File: config.mk
export PLATFORM = sky130hd
export DESIGN_NAME = io_timer
export DESIGN_NICKNAME = d
export VERILOG_FILES = /design/src/rtl/io_timer.sv
export SDC_FILE = /design/constraint.sdc
export NUM_CORES = 1
export LEC_CHECK = 0
export ABC_AREA = 1
export CAP_MARGIN = 20
export CORE_UTILIZATION = 55
export DETAILED_ROUTE_END_ITERATION = 6
export PLACE_DENSITY_LB_ADDON = 0.2
export SYNTH_ARGS = -nofsm -noshare
export SYNTH_HDL_FRONTEND = slang
export SYNTH_SLANG_ARGS = --single-unit
File: constraint.sdc
create_clock -name clk -period 2.3 [get_ports clk]
set_clock_uncertainty 0.05 [all_clocks]
set_input_delay 0.345 -clock clk [delete_from_list [all_inputs] [get_ports clk]]
set_output_delay 0.345 -clock clk [all_outputs]
set_load 0.05 [all_outputs]
File: src/rtl/io_timer.sv
// Memory-mapped down-counting timer with prescaler, periodic/one-shot modes,
// sticky pending flag, overrun flag and a level interrupt (PEND & IE).
module io_timer #(
    parameter int WIDTH = 16
) (
    input  logic        clk,
    input  logic        reset,
    input  logic [3:0]  io_addr,
    input  logic        io_write,
    input  logic        io_read,
    input  logic [15:0] io_wdata,
    output logic [15:0] io_rdata,
    output logic        interrupt
);

    localparam logic [3:0] ADDR_CTRL     = 4'd0;
    localparam logic [3:0] ADDR_PRESCALE = 4'd1;
    localparam logic [3:0] ADDR_RELOAD   = 4'd2;
    localparam logic [3:0] ADDR_COUNT    = 4'd3;
    localparam logic [3:0] ADDR_STATUS   = 4'd4;

    logic             en_q, en_d;
    logic             periodic_q, periodic_d;
    logic             ie_q, ie_d;
    logic             pend_q, pend_d;
    logic             ovr_q, ovr_d;
    logic [WIDTH-1:0] prescale_q, prescale_d;
    logic [WIDTH-1:0] reload_q, reload_d;
    logic [WIDTH-1:0] count_q, count_d;
    logic [WIDTH-1:0] psc_q, psc_d;

    logic             wr_ctrl, wr_prescale, wr_reload, wr_count, wr_status;
    logic             ctrl_disable, tick, expire, pend_clr, ovr_clr;
    logic [WIDTH-1:0] wdata_w;

    // Reads are side-effect free, so the read strobe carries no information.
    logic [16:0] unused_bits;
    assign unused_bits = {io_read, io_wdata};

    assign wdata_w     = io_wdata[WIDTH-1:0];
    assign wr_ctrl     = io_write && (io_addr == ADDR_CTRL);
    assign wr_prescale = io_write && (io_addr == ADDR_PRESCALE);
    assign wr_reload   = io_write && (io_addr == ADDR_RELOAD);
    assign wr_count    = io_write && (io_addr == ADDR_COUNT);
    assign wr_status   = io_write && (io_addr == ADDR_STATUS);

    assign ctrl_disable = wr_ctrl && !io_wdata[0];
    assign pend_clr     = wr_status && io_wdata[0];
    assign ovr_clr      = wr_status && io_wdata[1];
    assign tick         = en_q && (psc_q == prescale_q);

    function automatic logic [15:0] zext(input logic [WIDTH-1:0] v);
        zext           = '0;
        zext[WIDTH-1:0] = v;
    endfunction

    always_comb begin
        en_d       = en_q;
        periodic_d = periodic_q;
        ie_d       = ie_q;
        pend_d     = pend_q;
        ovr_d      = ovr_q;
        prescale_d = prescale_q;
        reload_d   = reload_q;
        count_d    = count_q;
        psc_d      = en_q ? (tick ? '0 : psc_q + WIDTH'(1)) : '0;
        expire     = 1'b0;

        // A COUNT write or an EN-clearing CTRL write pre-empts the tick.
        if (tick && !wr_count && !ctrl_disable) begin
            if (count_q != '0) begin
                count_d = count_q - WIDTH'(1);
            end else begin
                expire = 1'b1;
                if (periodic_q) begin
                    count_d = reload_q;
                end else begin
                    en_d = 1'b0;
                end
            end
        end

        if (pend_clr) pend_d = 1'b0;
        if (ovr_clr)  ovr_d  = 1'b0;
        if (expire) begin
            pend_d = 1'b1;
            if (pend_q && !pend_clr) ovr_d = 1'b1;
        end

        if (wr_prescale) begin
            prescale_d = wdata_w;
            psc_d      = '0;
        end
        if (wr_reload) reload_d = wdata_w;

        if (wr_ctrl) begin
            periodic_d = io_wdata[1];
            ie_d       = io_wdata[2];
            if (!io_wdata[0]) begin
                en_d  = 1'b0;
                psc_d = '0;
            end else if (!en_q) begin
                en_d    = 1'b1;
                count_d = reload_q;
                psc_d   = '0;
            end
        end

        if (wr_count) count_d = wdata_w;
    end

    always_ff @(posedge clk or negedge reset) begin
        if (!reset) begin
            en_q       <= 1'b0;
            periodic_q <= 1'b0;
            ie_q       <= 1'b0;
            pend_q     <= 1'b0;
            ovr_q      <= 1'b0;
            prescale_q <= '0;
            reload_q   <= '0;
            count_q    <= '0;
            psc_q      <= '0;
        end else begin
            en_q       <= en_d;
            periodic_q <= periodic_d;
            ie_q       <= ie_d;
            pend_q     <= pend_d;
            ovr_q      <= ovr_d;
            prescale_q <= prescale_d;
            reload_q   <= reload_d;
            count_q    <= count_d;
            psc_q      <= psc_d;
        end
    end

    always_comb begin
        io_rdata = '0;
        case (io_addr)
            ADDR_CTRL:     io_rdata = {13'd0, ie_q, periodic_q, en_q};
            ADDR_PRESCALE: io_rdata = zext(prescale_q);
            ADDR_RELOAD:   io_rdata = zext(reload_q);
            ADDR_COUNT:    io_rdata = zext(count_q);
            ADDR_STATUS:   io_rdata = {14'd0, ovr_q, pend_q};
            default:       io_rdata = '0;
        endcase
    end

    assign interrupt = pend_q && ie_q;

endmodule

==> flow_summary.json <==
{
  "max_cap_viol_count": 0,
  "htree_levels": 3,
  "root_buffer": "clkbuf_8",
  "clkPwrFrac_pct": 23.7,
  "synth-edff-count": 0,
  "grt_pass1_wl_um": 22100,
  "sw_frac_of_total_pct": 39.8,
  "p_switching_w": 0.00166,
  "cts.clk_slew.worst_paths_ns": 0.07,
  "post-route-period-util_pct": 94.3,
  "start_kind": "input port",
  "syn_avg_cell_area_um2": 6.68,
  "gr-total-overflow": 0,
  "synth-seq-cells": 69,
  "slowest_stage": "o221ai_1",
  "syn-num-nets": 719,
  "ys_types": 35,
  "tritoncts": "done",
  "die_width_um": 93.7,
  "initial_core_util_pct": 56.5,
  "fin_util_pct": 70.2,
  "yosys.area.top_type_share_pct": 37.4,
  "ant_nets": 0,
  "clkLatencyLatePin_ns": 0.36,
  "place_hpwl_um": 9740,
  "post-place-cells": 845,
  "register_area_um2": 1730,
  "highest_layer": "met4",
  "layout-drive-gt1-share_pct": 12.9,
  "hold_ws_ns": 0.420,
  "power_density_nw_per_um2": 727,
  "slowest_delay_ns": 0.34,
  "p_seq_share_pct": 40.3,
  "setup_violations": 0,
  "fill_cells": 691,
  "die-area_um2": 8770,
  "final_nets": 781,
  "violations": "design-rule violations",
  "vias_per_cell": 5.58,
  "hold_viol": 0,
  "die_h_um": 93.7,
  "cts.sinks": 69,
  "crit_type": "in -> out",
  "path_cells": "dlygate4sd2_1 -> nor2_4 -> buf_4 -> nand3_2 -> buf_4 -> o221ai_1 -> buf_12",
  "synthCells": 692,
  "power_frac_comb_pct": 36.0,
  "slew_viol_final": 0,
  "rows": 33,
  "leakagePower_nw": 2.81,
  "drc": 2,
  "final_cell_mix": "nand2_1, inv_1, nor2_1",
  "synthFlopType": "dfrtp_1",
  "internal_power_w": 0.00251,
  "gp_congestion": 0.935,
  "required_ns": 1.90,
  "synth_seq_area_share_pct": 37.4,
  "fin_tns_setup_ns": 0,
  "cp_common_cell": "buf_4",
  "vdd.ir_drop.worst_uv": 406,
  "syn-cell-area_um2": 4620,
  "wl_met3_um": 868,
  "core_area_um2": 8180,
  "crit_family": "buffers and inverters",
  "routedWlPerCell_um": 15.3,
  "final_common_cell": "nand2_1",
  "finish.instance_area_um2": 5740,
  "max_slew.worst_pin.slew_ns": 0.493,
  "cp-end-kind": "primary output",
  "crit_fanout": 8,
  "grt_pass1_vias": 4649,
  "drt_iter0_drc": 359,
  "antenna_found_initial": 0,
  "hold_class": "reg -> reg",
  "num_vias": 4822,
  "async_reset_ff_share_pct": 100,
  "clockBufferDepth": 2,
  "port_buffers": 39,
  "slew_headroom_pct": 67.0,
  "routed_wl_um": 13200,
  "yosysWarnings": 0,
  "max_freq_mhz": 461,
  "grt_max_degree": 70,
  "path_buf_inv": 4,
  "num_io_pins": 41,
  "wl_met2_um": 6430,
  "cts_buffers": 9,
  "drt_pass1_iterations": 7,
  "rsz0062_at_grt": "no",
  "multi_input_area_um2": 2510,
  "fin_crit_ns": 2.17,
  "instances_no_fill": 864,
  "synthTopCellsByArea": "dfrtp_1, nand2_1, inv_1",
  "synth_area_leader_cell": "dfrtp_1",
  "dpl_cell_area_um2": 5470,
  "wirelength_met1_um": 5650,
  "status": "finished with violations",
  "syn_to_final_growth_pct": 24.2,
  "diodes": 0,
  "cp_data_arrival_time_ns": 1.77,
  "grt_usage_pct": 32.6
}
-- worst paths after layout --
kind                       slack (ns)            startpoint                    end  depth (start not counted)
min reg2reg                      0.42    psc_q[0]$_DFF_PN0_     psc_q[0]$_DFF_PN0_                          1
max reg2reg                      0.27  count_q[0]$_DFF_PN0_  count_q[10]$_DFF_PN0_                         12
max                              0.13            io_addr[3]           io_rdata[15]                          7
min in group asynchronous        0.48                 reset  count_q[12]$_DFF_PN0_                          3
max in group asynchronous        1.40                 reset     psc_q[4]$_DFF_PN0_                          3
min                              0.42    psc_q[0]$_DFF_PN0_     psc_q[0]$_DFF_PN0_                          1
-- state kept, by name, indices dropped and copies added, names as in the netlist --
| signal | count |
|---|---|
| count_q | 16 |
| prescale_q | 16 |
| psc_q | 16 |
| reload_q | 16 |
| en_q | 1 |
| ie_q | 1 |
| ovr_q | 1 |
| pend_q | 1 |
| periodic_q | 1 |
-- routing by layer --
layer  GRT usage [%]  vias to the layer above
met3            4.37                       31
met5               0                        -
met2            53.9                      205
met1            43.3                     2267
li1                -                     2319
met4            12.7                        0
-- final cells by class --
cell class | instances | area share (%)
Sequential cell | 69 | 30.1
Multi-Input combinational cell | 519 | 43.7
Clock buffer | 10 | 2.22
Inverter | 84 | 5.50
Clock inverter | 6 | 1.11
Timing Repair Buffer | 71 | 15.1
Tap cell | 105 | 2.29
-- kinds of logic (layout without fill, tap and decap cells) --
family | Yosys count | count (layout) | share of synthesized area (%)
adders and majority gates | 3 | 3 | 0.812
muxes | 4 | 4 | 0.975
DFF | 69 | 69 | 37.4
and+or+nand+nor | 395 | 395 | 36.4
AOI/OAI and AO/OA | 101 | 101 | 12.4
xor gates and xnor gates | 16 | 16 | 3.03
buffers and inverters | 104 | 171 | 8.99
-- repair_timing --
| action | 4_1_cts | 5_1_grt |
|---|---|---|
| setup endpoints to repair | 10 | 12 |
| resized for setup | 9 | 7 |
| buffers inserted | 2 | 0 |
| pin swaps | 1 | 0 |
| hold endpoints to repair | 69 | 0 |
| hold buffers | 1 | 0 |
-- power by group through the flow --
stage	clock, W	combinational (W)	sequential, W
3_5_place_dp	0	0.00146	0.00169
4_1_cts	0.00101	0.00149	0.00167
3_3_place_gp	0	0.00141	0.00168
5_1_grt	0.00106	0.00169	0.00171
2_1_floorplan	0	0.00105	0.00162
6_report	0.000989	0.00150	0.00168
-- stage by stage --
step	setup slack (ns)	total power [W]
after floorplan	0.0554	0.00266
after global placement	-0.0372	0.00309
after detailed placement	-0.0755	0.00315
after CTS	-0.00316	0.00416
after global routing	0.0692	0.00446
final	0.130	0.00417
-- synthesized netlist by cell type (3+ instances only) --
library cell / number
a21oi_1: 25
buf_2: 5
buf_4: 3
clkbuf_1: 10
dfrtp_1: 69
ha_1: 3
inv_1: 77
inv_2: 7
mux2_2: 4
nand2_1: 255
nand3_1: 34
nor2_1: 75
nor2_4: 5
nor3_1: 6
nor3_2: 5
o211ai_1: 4
o21ai_0: 49
o21ai_1: 7
o221ai_1: 13
xnor2_1: 3
xor2_1: 13
Note: power is estimated with default switching activity, not from simulation.
